===== src/rtl/mfcc_delta_pkg.sv =====
// Shared constants, types and helpers for the MFCC delta stage.
package mfcc_pkg;

  localparam int MFCC_NCOEF = 12;  // cepstral coefficients per frame
  localparam int MFCC_DW    = 14;  // signed coefficient width (DCT output width)
  localparam int MFCC_IW    = 4;   // coefficient index width

  typedef logic signed [MFCC_DW-1:0] coef_t;

  // WARM0/WARM1 count good frames collected since the history was last invalidated.
  typedef enum logic [1:0] {
    WARM0 = 2'd0,
    WARM1 = 2'd1,
    RUN   = 2'd2
  } delta_state_t;

  // Advance a history slot pointer 0 -> 1 -> 2 -> 0.
  function automatic logic [1:0] mod3_inc(input logic [1:0] s);
    return (s == 2'd2) ? 2'd0 : s + 2'd1;
  endfunction

endpackage


===== src/rtl/mfcc_hist_regfile.sv =====
// Three-frame coefficient history: one write port, two combinational read ports.
module mfcc_hist_regfile
  import mfcc_pkg::*;
#(
  parameter int NCOEF = MFCC_NCOEF,
  parameter int DW    = MFCC_DW,
  parameter int IW    = MFCC_IW
) (
  input  logic          clk,
  input  logic          we,
  input  logic [1:0]    wr_slot,
  input  logic [IW-1:0] wr_idx,
  input  logic [DW-1:0] wr_data,
  input  logic [1:0]    rd_slot_a,
  input  logic [IW-1:0] rd_idx_a,
  output logic [DW-1:0] rd_data_a,
  input  logic [1:0]    rd_slot_b,
  input  logic [IW-1:0] rd_idx_b,
  output logic [DW-1:0] rd_data_b
);

  logic [DW-1:0] mem [3][NCOEF];

  // Store one coefficient into the slot currently being filled.
  // NOTE: the array has no reset; the control FSM never reads a slot before a
  // full good frame has been written into it, so clearing it would only cost logic.
  always_ff @(posedge clk) begin
    if (we) begin
      mem[wr_slot][wr_idx] <= wr_data;
    end
  end

  assign rd_data_a = mem[rd_slot_a][rd_idx_a];
  assign rd_data_b = mem[rd_slot_b][rd_idx_b];

endmodule


===== src/rtl/mfcc_delta.sv =====
// MFCC delta stage: buffers three frames and emits static + first-order delta
// for the centred frame, one frame behind the input stream.
module mfcc_delta
  import mfcc_pkg::*;
#(
  parameter int NCOEF = MFCC_NCOEF,
  parameter int DW    = MFCC_DW,
  parameter int IW    = MFCC_IW
) (
  input  logic                 clk,
  input  logic                 rst,
  input  logic signed [DW-1:0] coef_in,
  input  logic                 coef_valid,
  input  logic                 frame_done,
  output logic                 out_valid,
  output logic [IW-1:0]        out_idx,
  output logic signed [DW-1:0] out_static,
  output logic signed [DW-1:0] out_delta,
  output logic                 out_frame_done,
  output logic                 frame_err,
  output logic                 warm
);

  // Count is one bit wider than the index so it can hold NCOEF itself.
  localparam logic [IW:0] NCOEF_C = (IW + 1)'(NCOEF);

  delta_state_t state, state_next;
  logic [1:0]   wr_slot;
  logic [1:0]   p1_slot;   // holds c_{t-1}
  logic [1:0]   p2_slot;   // holds c_{t-2}
  logic [IW:0]  count;
  logic [IW:0]  count_fin;
  logic         over;      // frame has already seen a coefficient past NCOEF
  logic         acc;
  logic         ovf_now;
  logic         frame_good;
  logic [DW-1:0] rd_p1;
  logic [DW-1:0] rd_p2;
  logic signed [DW:0] diff;
  logic signed [DW:0] half;

  assign p2_slot = mod3_inc(wr_slot);
  assign p1_slot = mod3_inc(p2_slot);

  assign acc        = coef_valid && (count < NCOEF_C);
  assign ovf_now    = coef_valid && !acc;
  assign count_fin  = acc ? count + (IW + 1)'(1) : count;
  assign frame_good = (count_fin == NCOEF_C) && !over && !ovf_now;

  // DW+1 bit difference cannot overflow; the floor shift brings it back into DW bits.
  assign diff = $signed({coef_in[DW-1], coef_in}) - $signed({rd_p2[DW-1], rd_p2});
  assign half = diff >>> 1;

  assign warm = (state == RUN);

  mfcc_hist_regfile #(
    .NCOEF (NCOEF),
    .DW    (DW),
    .IW    (IW)
  ) u_hist (
    .clk       (clk),
    .we        (acc),
    .wr_slot   (wr_slot),
    .wr_idx    (count[IW-1:0]),
    .wr_data   (coef_in),
    .rd_slot_a (p1_slot),
    .rd_idx_a  (count[IW-1:0]),
    .rd_data_a (rd_p1),
    .rd_slot_b (p2_slot),
    .rd_idx_b  (count[IW-1:0]),
    .rd_data_b (rd_p2)
  );

  // Warm-up progression taken on every good frame; a bad frame restarts it.
  // NOTE: every branch assigns state_next after the default, so no latch is inferred.
  always_comb begin
    state_next = state;
    if (frame_done) begin
      if (!frame_good) begin
        state_next = WARM0;
      end else begin
        unique case (state)
          WARM0:   state_next = WARM1;
          WARM1:   state_next = RUN;
          default: state_next = RUN;
        endcase
      end
    end
  end

  // Frame bookkeeping: coefficient count, overflow flag, write slot and FSM state.
  // NOTE: sequential state uses non-blocking assignments so every register sees
  // pre-edge values of its neighbours regardless of statement order.
  always_ff @(posedge clk) begin
    if (rst) begin
      state   <= WARM0;
      wr_slot <= 2'd0;
      count   <= '0;
      over    <= 1'b0;
    end else begin
      state <= state_next;
      if (frame_done) begin
        count <= '0;
        over  <= 1'b0;
        if (frame_good) begin
          wr_slot <= mod3_inc(wr_slot);
        end
      end else begin
        count <= count_fin;
        over  <= over | ovf_now;
      end
    end
  end

  // Registered outputs, one cycle behind the coefficient or frame_done that caused them.
  always_ff @(posedge clk) begin
    if (rst) begin
      out_valid      <= 1'b0;
      out_idx        <= '0;
      out_static     <= '0;
      out_delta      <= '0;
      out_frame_done <= 1'b0;
      frame_err      <= 1'b0;
    end else begin
      out_valid      <= acc && (state == RUN);
      out_frame_done <= frame_done && frame_good && (state == RUN);
      frame_err      <= frame_done && !frame_good;
      if (acc && (state == RUN)) begin
        out_idx    <= count[IW-1:0];
        out_static <= rd_p1;
        out_delta  <= half[DW-1:0];
      end
    end
  end

endmodule


===== config.mk =====
export PLATFORM = sky130hd
export DESIGN_NAME = mfcc_delta
export DESIGN_NICKNAME = d
export VERILOG_FILES = /design/src/rtl/mfcc_delta_pkg.sv /design/src/rtl/mfcc_hist_regfile.sv /design/src/rtl/mfcc_delta.sv
export SDC_FILE = /design/constraint.sdc
export NUM_CORES = 1
export LEC_CHECK = 0
export CELL_PAD_IN_SITES_DETAIL_PLACEMENT = 1
export CELL_PAD_IN_SITES_GLOBAL_PLACEMENT = 1
export CORE_MARGIN = 2
export CORE_UTILIZATION = 57
export DETAILED_ROUTE_END_ITERATION = 12
export HOLD_SLACK_MARGIN = 0.12
export PLACE_DENSITY = 0.91
export SLEW_MARGIN = 5
export SYNTH_ARGS = -nofsm -noshare
export SYNTH_HDL_FRONTEND = slang
export SYNTH_SLANG_ARGS = --single-unit

===== constraint.sdc =====
create_clock -name clk -period 11.5 [get_ports clk]
set_input_delay 2.875 -clock clk [delete_from_list [all_inputs] [get_ports clk]]
set_output_delay 2.875 -clock clk [all_outputs]
set_load 0.05 [all_outputs]

After elaboration in Yosys (flattened, before gate mapping):

Memory sizes are Yosys's and may differ from the RTL's.
Cells that the tools add are included.

* flip-flop bits (word level): 45
* memory bits (writable): 504
* output and inout port bits: 36
* memories kept: 1

* add/sub/neg operators: 4
* $lt $le $gt $ge: 3
* equality and inequality tests: 4
* mux-type cells: 15
* bitwise gates (word level): 2
* reduce and logical (&&, ||, !) cells: 16

Memories
* u_hist.mem: depth 3, width 168, rd ports 2, clocked after memory_dff 0, wr ports 1, RTL line mfcc_hist_regfile.sv:22 `logic [DW-1:0] mem [3][NCOEF];`

Operators with widths (number)
* 168-bit 2-to-1 mux: 1
* 14-bit binary-select mux with 4-bit select: 2
* 14-bit 2-to-1 mux: 5
* 14-bit demux with 4-bit select: 1
* 14-bit by 14-bit subtractor with 15-bit output: 1
* 1-bit logical AND: 9
* 2-bit 2-to-1 mux: 4
* 2-bit == test, second input constant: 3
* 5-bit by 1-bit adder with 5-bit output, second input constant: 1
* 5-bit by 4-bit == test with 1-bit output, second input constant: 1
* 5-bit >= comparator, second input constant: 1
* 5-bit by 1-bit < comparator with 1-bit output, second input constant: 1
* 5-bit by 4-bit < comparator with 1-bit output, second input constant: 1
* 5-bit 2-to-1 mux: 1
* 4-bit NOT with 5-bit output: 1
* 2-bit by 1-bit adder with 2-bit output, second input constant: 2
* 1-bit zero test: 4
* 2-bit zero test: 1
* 2-bit AND reduction: 1
* 2-bit OR reduction: 1
* 1-bit 2-to-1 mux: 1
* 1-bit bitwise OR: 1

Longest topological paths before layout:

Gate-level depths: netlist of run 1.

* depth in word-level cells: 8
* mapped depth: 22
* depth with buffers taken out: 17

By module:

From an unflattened synthesis of run 1, not the netlist that was laid out.

* cells, all modules: 1841
* area total of the unflattened synthesis: 26563.0 um^2

By module, submodules not included
* mfcc_hist_regfile: instances 1, cells each 1547, area an instance 24237.0 um^2
* mfcc_delta: instances 1, cells each 294, area an instance 2326.0 um^2

Least setup slack after synthesis of run 1:

OpenSTA, ideal clock, no wires.

* path type: input to register
* from: input port coef_in[0]
* to: register out_delta[13]
* library setup time: 0.091 ns
* data arrival time: 5.308 ns
* data required time: 11.409 ns
* slack: 6.101 ns
* stages: 11
* path buffers: 0
* cell sequence: or2_1 -> fa_1 -> a21o_1 -> a21oi_1 -> o21bai_1 -> a21oi_1 -> o21bai_1 -> a21oi_1 -> o21ai_1 -> or4b_1 -> a311oi_1

* cells in the longest elaborated chain, start to end: 1

RTL lines
* start, declared: RTL line mfcc_delta.sv:12 `input logic signed [DW-1:0] coef_in,`
* 14-bit by 14-bit subtractor with 15-bit output: RTL line mfcc_delta.sv:51 `assign diff = $signed({coef_in[DW-1], coef_in}) - $signed({rd_p2[DW-1], rd_p2});`
* end signal, assigned: RTL line mfcc_delta.sv:131 `out_delta <= half[DW-1:0];`
* end, declared: RTL line mfcc_delta.sv:18 `output logic signed [DW-1:0] out_delta,`

No other way between the ends.
A chain may end at the register's enable or synchronous reset.

Worst setup path after layout of run 1:

* from: register wr_slot[1]
* to: register out_delta[13]

* cells in the longest elaborated chain, start to end: 7
* elaborated cells on any way between the ends: 8

RTL lines
* start, declared: RTL line mfcc_delta.sv:28 `logic [1:0] wr_slot;`
* start signal, assigned: RTL line mfcc_delta.sv:106 `wr_slot <= mod3_inc(wr_slot);`
* 2-bit by 1-bit adder with 2-bit output or 2-bit == test (tied branches): RTL line mfcc_delta_pkg.sv:19 `return (s == 2'd2) ? 2'd0 : s + 2'd1;`
* 2-bit 2-to-1 mux (*): RTL line mfcc_delta_pkg.sv:19
* memory read 3 x 168 bit (*)
* 14-bit binary-select mux with 4-bit select (*): RTL line mfcc_hist_regfile.sv:34 `assign rd_data_b = mem[rd_slot_b][rd_idx_b];`
* 14-bit 2-to-1 mux (implied by the code) (*) (2 in a row): RTL line mfcc_hist_regfile.sv:34
* 14-bit by 14-bit subtractor with 15-bit output (*): RTL line mfcc_delta.sv:51

Every way passes the cells marked *; elsewhere a longest branch is shown, timed or not. The select of a mux whose other input is x is not followed.

==> summary.md, run 1 <==
| Metric | Value |
|---|---|
| Worst slew margin | 0.103 |
| DRC viols | 0 |
| Die area | 48700 µm² |
| Placer congestion estimate | 0.865 |
| Period utilization | 0.550 |
| Setup bufs post-CTS | 0 |
| Mux contribution to synthesized area | 0.221 |
| Commonest non-fill, non-tap cell in the layout | edfxtp_1 |
| Vias in the first global route | 20400 |
| Final hold violations | 0 |
| Post-synthesis compound-gate area fraction | 0.0768 |
| Hold path start | out_static[0]$_SDFFE_PP0P_ |
| Post-synthesis adder-cell area fraction | 0.00870 |
| Flop2flop setup slack | 5.17 ns |
| Netlist cell types | 54 |
| Sequential fraction of the synthesis area | 0.599 |
| Final Non-Filler Cells | 2673 |
| Syn_area_per_cell | 13.4 µm² |
| Placement row count | 79 |
| Core area | 46500 µm² |
| CTS buffer count | 55 |
| CTS Buffer Depth | 3 |
| H-tree Lvls | 2 |
| Cells after DPL | 2571 |
| Worst-Skew Late Latency | 0.65 ns |
| CP max FO | 84 |
| Max-slew violations | 0 |
| Root buffer cell | clkbuf_16 |
| Setup crit end kind | flip-flop |
| Worst-margin pin slew | 1.34 ns |
| NumNets Final | 2057 |
| Pwr dens | 138 nW/µm² |
| Synthesized flop and latch total | 549 |
| Worst Setup Start Kind | flip-flop |
| Max-cap violations | 0 |
| Status | finished, final reports clean |
| Initial Util | 0.576 |
| Top FF cell, synth | edfxtp_1 |
| Post-synthesis net count | 2025 |
| Detailed-route via count | 19300 |
| R2r worst-path depth | 16 |
| Hold Buf Count CTS | 0 |
| Routed length per instance | 34.7 µm |
| Congestion Overflow GR | 0 |
| IO buf count | 53 |
| Critical Path RT | 12.03 ns |
| Final WL | 92.8 mm |
| Final Critical Period | 6.33 ns |
| Post-Synth Simple-Gate Area | 0.0663 |
| Critical path class | flip-flop to flip-flop |
| Hold EP | out_static[0]$_SDFFE_PP0P_ |
| RSZ-0062 raised after global routing | false |
| FF-to-FF Start | wr_slot[1]$_SDFFE_PP0N_ |
| CTS tree | built |
| Hold Crit Class | flip-flop to flip-flop |
| Layout cells sized above 1 | 0.134 |
| Initial antenna violation count | 1 |
| End of the worst register-to-register path | out_delta[13]$_SDFFE_PP0P_ |
| Initial DRC Count | 2701 |
| Max IR drop VDD | 142 µV |
| Leakage | 9.28 nW |
| N_diodes | 0 |
| Area Growth Syn to Fin | 11.0% |
| Post-cts sizing count | 0 |
| I/O Pins | 54 |
| Reg clk slew, reported paths | 0.07 ns |
| EDFF count, synth | 504 |
| Largest net degree at the start of global routing | 125 |
| Clk_skew | 0.0455 ns |
| Mean number of vias per cell | 7.23 |
| Fmax | 158 MHz |
| Setup TNS | 0 ns |
| Mapped Cells | 1989 |
| Hold depth | 2 |
| WP data arrival | 6.86 ns |
| XOR/XNOR share of the synthesized area | 0.00360 |
| Setup violators final | 0 |
| GRT Util Overall | 0.385 |
| Ys async rst share | 0 |
| Drt first pass iters | 5 |
| Commonest cells after routing, fill and taps aside | edfxtp_1 (504), nor2_1 (288), mux2i_1 (239), a21oi_1 (230), mux4_2 (113) |
| Synthesized area | 26700 µm² |
| Main combinational cell family by area after synthesis | multiplexers |
| Die X | 221 µm |
| Die Height | 221 µm |
| Yosys Warn Count | 0 |
| Dpl hpwl | 51.8 mm |
| Post-DRT Antenna Nets | 0 |
| Wire length of the first global-routing pass | 135 mm |
| Clock sinks | 549 |
-- worst max path at each step --
| stage | from | endpoint | slack [ns] | cells past startpoint |
|---|---|---|---|---|
| global placement | coef_in[2] | out_delta[13]$_SDFFE_PP0P_ | 4.79 | 11 |
| global route | wr_slot[1]$_SDFFE_PP0N_ | out_delta[13]$_SDFFE_PP0P_ | 4.97 | 16 |
| detailed placement | coef_in[2] | out_delta[13]$_SDFFE_PP0P_ | 4.51 | 11 |
| CTS | coef_in[2] | out_delta[13]$_SDFFE_PP0P_ | 4.99 | 11 |
| finish | wr_slot[1]$_SDFFE_PP0N_ | out_delta[13]$_SDFFE_PP0P_ | 5.17 | 16 |
| floorplan | coef_in[0] | out_delta[13]$_SDFFE_PP0P_ | 6.10 | 11 |
-- critical path, stage by stage (launching register included) --
cell and delay (ns):
dfxtp_4 0.85, buf_4 0.76, buf_4 0.77, nor2_1 0.13, a211oi_1 0.29, a21oi_1 0.09
mux4_2 0.60, a21oi_1 0.31, ha_1 0.36, nand2_1 0.13, nand2b_1 0.08, a21oi_1 0.26
clkinv_2 0.12, a21oi_1 0.37, o21ai_1 0.16, or4b_1 0.48, a311oi_1 0.37
-- metrics by stage --
stage	power (W)	cell area, µm²	hold slack [ns]	setup WS, ns	utilization
finish	0.00410	29700	0.509	5.17	0.639
global route	0.00417	29700	0.519	4.97	0.639
CTS	0.00410	29700	0.511	4.99	0.639
detailed placement	0.00236	28000	0.481	4.51	0.603
global placement	0.00235	28000	0.447	4.79	0.603
floorplan	0.00230	26700	0.438	6.10	-
-- cells by family (layout without fill, tap and decap cells) --
kind of cell | after synthesis | in the layout
multiplexers | 438 | 438
AND/OR/NAND/NOR | 442 | 442
XOR/XNOR | 11 | 11
AO/OA/AOI/OAI | 370 | 370
adder cells (fa/ha/maj) | 18 | 18
flip-flops | 549 | 549
buffers and inverters | 161 | 238
-- report_power, final --
group / internal, W / switching (W)
sequential: 0.00218 / 0.00000546
combinational: 0.0000475 / 0.0000991
clock: 0.000960 / 0.000807
total: 0.00319 / 0.000912
-- state kept, by name (all words and copies together), names as in the netlist --
name	cells
count	5
frame_err	1
out_delta	14
out_frame_done	1
out_idx	4
out_static	14
out_valid	1
over	1
state	2
u_hist.mem	504
wr_slot	2
-- metal layers --
metal,GRT usage,share of wire,up-vias,wire length (µm)
met5,0,0.00014,-,13
met4,0.278,0.079,2,7370
met3,0.110,0.12,476,10700
met2,0.601,0.47,1522,43300
met1,0.461,0.34,9685,31500
li1,-,-,7651,-
-- synth_stat cells (34+ instances only) --
cell type / count / area (µm²)
a211oi_1: 40 / 300
a21oi_1: 230 / 1150
buf_1: 34 / 128
clkbuf_1: 84 / 315
dfxtp_1: 45 / 901
edfxtp_1: 504 / 15100
mux2_1: 81 / 912
mux2i_1: 239 / 2390
mux4_2: 113 / 2540
nand2_1: 104 / 390
nor2_1: 288 / 1080
o21ai_0: 47 / 235
-- cell type report --
class	count	area, µm²
multi-input combinational	1279	10100
inverter	12	47.5
sequential	549	16100
fill	4319	16800
clock inverter	30	225
clock buffer	72	1460
tap	607	759
timing repair buffer	124	1080
Power figures use the tool's default switching activity.
==> run 2, diff against run 1 <==
--- a/config.mk
+++ b/config.mk
@@ -8,10 +8,10 @@
 export CELL_PAD_IN_SITES_DETAIL_PLACEMENT = 1
 export CELL_PAD_IN_SITES_GLOBAL_PLACEMENT = 1
 export CORE_MARGIN = 2
-export CORE_UTILIZATION = 57
+export CORE_UTILIZATION = 47
 export DETAILED_ROUTE_END_ITERATION = 12
 export HOLD_SLACK_MARGIN = 0.12
-export PLACE_DENSITY = 0.91
+export PLACE_DENSITY = 0.81
 export SLEW_MARGIN = 5
 export SYNTH_ARGS = -nofsm -noshare
 export SYNTH_HDL_FRONTEND = slang
==> constraint.sdc (replaced) <==
create_clock -name clk -period 5.6 [get_ports clk]
set_input_delay 1.4 -clock clk [delete_from_list [all_inputs] [get_ports clk]]
set_output_delay 1.4 -clock clk [all_outputs]
set_load 0.05 [all_outputs]
==> run 2 against run 1 <==
Clock skew shrank 0.025 ns. Wire length shrank 12%. Register-to-register slack lost 4.6 ns. Sequential share of layout area shrank 0.94 points. Die area grew 21%. First-iteration DRC count shrank 35%.
==> summary.md, run 2 (same netlist as run 1, synthesis figures left out) <==
| Metric | Value |
|---|---|
| Commonest cells after routing, fill and taps aside | edfxtp_1 (504), nor2_1 (288), mux2i_1 (239), a21oi_1 (230), mux4_2 (113) |
| I/O Pins | 54 (unchanged) |
| Status | finished, final reports clean |
| Wire length of the first global-routing pass | 122 mm (-9.7%) |
| Core area | 56300 µm² (+21%) |
| Routed length per instance | 28.8 µm (-17%) |
| IO buf count | 53 (unchanged) |
| Reg clk slew, reported paths | 0.07 ns (about the same) |
| Mean number of vias per cell | 6.32 (-13%) |
| Worst-Skew Late Latency | 0.63 ns (-0.02 ns) |
| Leakage | 9.45 nW (+1.8%) |
| Final Non-Filler Cells | 2846 (+6.5%) |
| Setup TNS | 0 ns (unchanged) |
| Fmax | 198 MHz (+25%) |
| Dpl hpwl | 50.6 mm (-2.3%) |
| Final Critical Period | 5.05 ns (-1.28 ns) |
| Max reg flops | 504 (unchanged) |
| Sw Ratio | 0.211 (-0.0114) |
| Initial DRC Count | 1758 (-35%) |
| Multi-input logic area | 10100 µm² (unchanged) |
| Sequential Area | 16100 µm² (unchanged) |
| Final WL | 82.1 mm (-12%) |
| Hold Buf Count CTS | 0 (unchanged) |
| Die X | 243 µm (+9.9%) |
| Max IR drop VDD | 249 µV (+75%) |
| WP data arrival | 5.56 ns (-1.30 ns) |
| Top reg by flops | u_hist.mem |
| Largest net degree at the start of global routing | 139 (+11%) |
| Worst-margin pin slew | 0.990 ns (-0.351 ns) |
| CTS Buffer Depth | 3 (unchanged) |
| DRC viols | 0 (unchanged) |
| Fillers | 5516 (+28%) |
| Critical Path RT | 6.11 ns (-5.92 ns) |
| Drt first pass iters | 5 (unchanged) |
| GRT Util Overall | 0.279 (-0.106) |
| DP Worst Slack | 0.618 ns (-3.89 ns) |
| H-tree Lvls | 2 (unchanged) |
| Layout cells sized above 1 | 0.144 (+0.00947) |
| Hold_ws | 0.463 ns (-0.0461 ns) |
| Clock sinks | 549 (unchanged) |
| Placer congestion estimate | 0.887 (+2.5%) |
| Setup violators final | 0 (unchanged) |
| NumNets Final | 2078 (+1.0%) |
| Vias in the first global route | 18700 (-8.2%) |
| Post-cts sizing count | 0 (unchanged) |
| Worst slew margin | 0.337 (+0.234) |
| Detailed-route via count | 18000 (-7.0%) |
| Congestion Overflow GR | 0 (unchanged) |
| Setup bufs post-CTS | 0 (unchanged) |
| CTS buffer count | 56 (+1.8%) |
| CP max FO | 37 (-56%) |
| Die area | 58800 µm² (+21%) |
| Die Height | 243 µm (+9.9%) |
| Commonest non-fill, non-tap cell in the layout | edfxtp_1 |
| Cells after DPL | 2740 (+6.6%) |
| Sequential Power Share | 0.530 (-0.003) |
| Placement row count | 87 (+10%) |
| RSZ-0062 raised after global routing | false |
| Clk_skew | 0.0208 ns (-0.0247 ns) |
| Initial antenna violation count | 0 (-1) |
| Logic pwr share | 0.034 (-0.002) |
| Clock share of power | 0.436 (+0.005) |
| Max-cap violations | 0 (unchanged) |
| Critical path class | flip-flop to flip-flop |
| Psw | 0.00179 W (+96%) |
| Root buffer cell | clkbuf_16 |
| Int Power | 0.00669 W (+110%) |
| Core Util, Final | 0.537 (-0.102) |
| Pwr dens | 281 nW/µm² (+100%) |
| Final worst slack | 0.550 ns (-4.62 ns) |
| Top flop regs | u_hist.mem (504), out_delta (14), out_static (14) |
| Hold Crit Class | flip-flop to flip-flop |
| Setup crit end kind | flip-flop |
| Final hold violations | 0 (unchanged) |
| Worst Setup Start Kind | flip-flop |
| CTS tree | built |
| N_diodes | 0 (unchanged) |
| Max-slew violations | 0 (unchanged) |
| Post-DRT Antenna Nets | 0 (unchanged) |
| Initial Util | 0.475 (-0.100) |
| Period utilization | 0.902 (+0.351) |
| Area Growth Syn to Fin | 13.0% |
run 2: changes by cell type in the layout (fill, tap and decap cells not counted), sizes merged:
cell	delta
inv	+1
buf	+20
bufinv	+2
clkinv	+1
run 2: per-layer routing:
| metal | track usage | wire [µm] | vias to the layer above | share of wire |
|---|---|---|---|---|
| li1 | - | - | 7699 | - |
| met1 | 0.349 | 31800 | 9291 | 0.39 |
| met2 | 0.476 | 40600 | 777 | 0.49 |
| met3 | 0.0435 | 5600 | 207 | 0.068 |
| met4 | 0.130 | 4090 | 0 | 0.050 |
| met5 | 0 | 0 | - | 0 |
run 2: cell type report:
class | instances | share of cell area
clock buffers | 72 | 0.0497
clock inverters | 34 | 0.00936
inverters | 12 | 0.00157
multi-input cells | 1279 | 0.333
flip-flops and latches | 549 | 0.531
well taps | 756 | 0.0313
repair buffers | 144 | 0.0437
run 2: worst paths after layout:
kind	startpoint	end	slack, ns	cells after the start
max reg2reg	wr_slot[0]$_SDFFE_PP0N_	out_delta[12]$_SDFFE_PP0P_	0.55	14
min	out_idx[1]$_SDFFE_PP0P_	out_idx[1]$_SDFFE_PP0P_	0.46	2
min reg2reg	out_idx[1]$_SDFFE_PP0P_	out_idx[1]$_SDFFE_PP0P_	0.46	2
max	wr_slot[0]$_SDFFE_PP0N_	out_delta[12]$_SDFFE_PP0P_	0.55	14
run 2: worst max-delay path, stage by stage, from the launching register on:
cell	delay [ns]
dfxtp_4	0.79
buf_4	0.46
buf_4	0.26
mux2_1	0.34
mux4_2	0.47
mux4_2	0.53
a21oi_1	0.19
ha_1	0.30
a21oi_1	0.41
nor3_1	0.10
a21oi_1	0.22
o211ai_2	0.18
o31ai_1	0.32
xnor2_1	0.13
a21o_1	0.20
run 2: power by group through the flow:
stage	clock network (W)	registers, W	logic, W
final	0.00370	0.00450	0.000292
after global routing	0.00388	0.00449	0.000308
after CTS	0.00374	0.00450	0.000290
after detailed placement	0	0.00458	0.000286
after global placement	0	0.00458	0.000274
after floorplan	0	0.00458	0.000141
run 2: metrics by stage:
stage                     cell area (µm²)  power, W
after floorplan                     26700   0.00472
after global placement              28400   0.00486
after detailed placement            28400   0.00487
after CTS                           30200   0.00853
after global routing                30200   0.00868
final                               30200   0.00848
==> run 3, diff against run 2 <==
--- a/config.mk
+++ b/config.mk
@@ -12,6 +12,7 @@
 export DETAILED_ROUTE_END_ITERATION = 12
 export HOLD_SLACK_MARGIN = 0.12
 export PLACE_DENSITY = 0.81
+export RECOVER_POWER = 100
 export SLEW_MARGIN = 5
 export SYNTH_ARGS = -nofsm -noshare
 export SYNTH_HDL_FRONTEND = slang
==> run 3 against run 2 <==
The run now ends with max-capacitance violations, max-slew violations left. Via count increased by 0.16%. Design area decreased by 0.76%. Non-clock buffer count unchanged. Sequential share of layout area increased by 0.41 points. Critical path type unchanged. Largest cell class unchanged. Sequential power barely moved. Largest power group unchanged. Highest routed layer unchanged. Clock-buffer cell count did not move. Maximum frequency decreased by 2.1%.
==> summary.md, run 3 (same netlist as run 1, synthesis figures left out) <==
| Metric | Value |
|---|---|
| Post-cts sizing count | 0 (unchanged) |
| DP Worst Slack | 0.618 ns (unchanged) |
| CP max FO | 37 (unchanged) |
| Reg clk slew, reported paths | 0.06 ns (about the same) |
| Status | finished with violations |
| Worst slew margin | -0.544 (-0.881) |
| Hold_ws | 0.461 ns (-0.00242 ns) |
| Initial antenna violation count | 0 (unchanged) |
| Top cell by count, worst path | a21oi_1 |
| CTS tree | built |
| I/O Pins | 54 (unchanged) |
| Worst-Skew Late Latency | 0.63 ns (about the same) |
| Fmax | 194 MHz (-2.1%) |
| Setup violators final | 0 (unchanged) |
| Final hold violations | 0 (unchanged) |
| Period utilization | 0.921 (+0.0195) |
| Setup crit end kind | flip-flop |
| Initial DRC Count | 1806 (+2.7%) |
| H-tree Lvls | 2 (unchanged) |
| Post-DRT Antenna Nets | 0 (unchanged) |
| Placement row count | 87 (unchanged) |
| Worst path slowest cell | dfxtp_4 |
| WP data arrival | 5.67 ns (+0.11 ns) |
| Vias in the first global route | 18700 (unchanged) |
| Max reg flops | 504 (unchanged) |
| CTS buffer count | 56 (unchanged) |
| Final WL | 82.1 mm (about the same) |
| Placer congestion estimate | 0.887 (unchanged) |
| N_diodes | 0 (unchanged) |
| Area Growth Syn to Fin | 12.1% |
| Initial Util | 0.475 (unchanged) |
| Clock sinks | 549 (unchanged) |
| CP cell instances | buf_4 -> clkbuf_2 -> mux2_1 -> mux4_2 -> mux4_2 -> a21oi_1 -> ha_1 -> a21oi_1 -> nor3_1 -> a21oi_1 -> o211ai_2 -> o31ai_1 -> xnor2_1 -> a21o_1 |
| Congestion Overflow GR | 0 (unchanged) |
| Mean number of vias per cell | 6.33 (+0.16%) |
| Setup bufs post-CTS | 0 (unchanged) |
| Largest stage delay, worst path | 0.79 ns (about the same) |
| Worst Setup Start Kind | flip-flop |
| Layout cells sized above 1 | 0.116 (-0.0273) |
| Final Critical Period | 5.16 ns (+0.109 ns) |
| Leakage | 9.35 nW (-1.1%) |
| Worst-margin pin slew | 2.32 ns (+1.33 ns) |
| Core area | 56300 µm² (unchanged) |
| Max-slew violations | 747 (+747) |
| Top flop regs | u_hist.mem (504), out_delta (14), out_static (14) |
| Dpl hpwl | 50.6 mm (unchanged) |
| Top reg by flops | u_hist.mem |
| Setup TNS | 0 ns (unchanged) |
| Failing checks | max-capacitance violations, max-slew violations |
| RSZ-0062 raised after global routing | false |
| Root buffer cell | clkbuf_16 |
| Commonest non-fill, non-tap cell in the layout | edfxtp_1 |
| Hold Crit Class | flip-flop to flip-flop |
| NumNets Final | 2078 (unchanged) |
| CP delay by family, top | compound AO/OA/AOI/OAI gates |
| Wire length of the first global-routing pass | 122 mm (unchanged) |
| Die area | 58800 µm² (unchanged) |
| Critical path class | flip-flop to flip-flop |
| Final worst slack | 0.440 ns (-0.109 ns) |
| Drt first pass iters | 5 (unchanged) |
| Clk_skew | 0.0230 ns (+0.00218 ns) |
| CTS Buffer Depth | 3 (unchanged) |
| Routed length per instance | 28.8 µm (about the same) |
| Largest net degree at the start of global routing | 139 (unchanged) |
| Max-cap violations | 32 (+32) |
| GRT Util Overall | 0.279 (unchanged) |
| CP bufs+invs | 2 (unchanged) |
| Hold Buf Count CTS | 0 (unchanged) |
| Max IR drop VDD | 249 µV (about the same) |
| IO buf count | 53 (unchanged) |
| Die Height | 243 µm (unchanged) |
| Critical Path RT | 6.11 ns (about the same) |
| Detailed-route via count | 18000 (+0.16%) |
| Commonest cells after routing, fill and taps aside | edfxtp_1 (504), nor2_1 (288), mux2i_1 (239), a21oi_1 (230), mux4_2 (113) |
| Pwr dens | 283 nW/µm² (+0.74%) |
| DRC viols | 0 (unchanged) |
| Die X | 243 µm (unchanged) |
| Fillers | 5557 (+0.74%) |
-- run 3: final timing paths --
check	start	endpoint	slack [ns]	cells after the start
setup reg to reg	wr_slot[0]$_SDFFE_PP0N_	out_delta[12]$_SDFFE_PP0P_	0.44	14
hold / removal	out_idx[1]$_SDFFE_PP0P_	out_idx[1]$_SDFFE_PP0P_	0.46	2
setup / recovery	wr_slot[0]$_SDFFE_PP0N_	out_delta[12]$_SDFFE_PP0P_	0.44	14
hold reg to reg	out_idx[1]$_SDFFE_PP0P_	out_idx[1]$_SDFFE_PP0P_	0.46	2
-- run 3: layer usage --
layer,up-vias,part of all wire,GRT usage
li1,7701,-,-
met4,0,0.053,0.130
met2,784,0.49,0.476
met3,226,0.071,0.0435
met5,-,0,0
met1,9291,0.39,0.349
-- run 3: cell type report --
class	count	area (µm²)	area share
multi-input cells	1279	10100	0.335
clock buffers	72	1500	0.0501
well taps	756	946	0.0315
inverters	12	47.5	0.00159
repair buffers	144	1100	0.0368
clock inverters	34	283	0.00943
flip-flops and latches	549	16100	0.535
-- run 3: through the flow --
stage               utilization  power [W]  instance area, µm²  cells
CTS                       0.537    0.00853               30200   2846
global placement          0.505    0.00486               28400   2740
detailed placement        0.505    0.00487               28400   2740
global route              0.533    0.00868               30000   2846
finish                    0.533    0.00848               30000   2846
floorplan                     -    0.00472               26700   1989
-- run 3: report_power, final --
group	switching [W]	internal (W)	total, W
Sequential	0.0000157	0.00448	0.00450
Clock	0.00158	0.00211	0.00370
Combinational	0.000191	0.0000917	0.000283
Total	0.00179	0.00669	0.00848
-- run 3: worst min-delay path, cell delays in order, from the launching register on --
cell,delay [ns]
dfxtp_1,0.31
nand2_1,0.05
a21oi_1,0.05
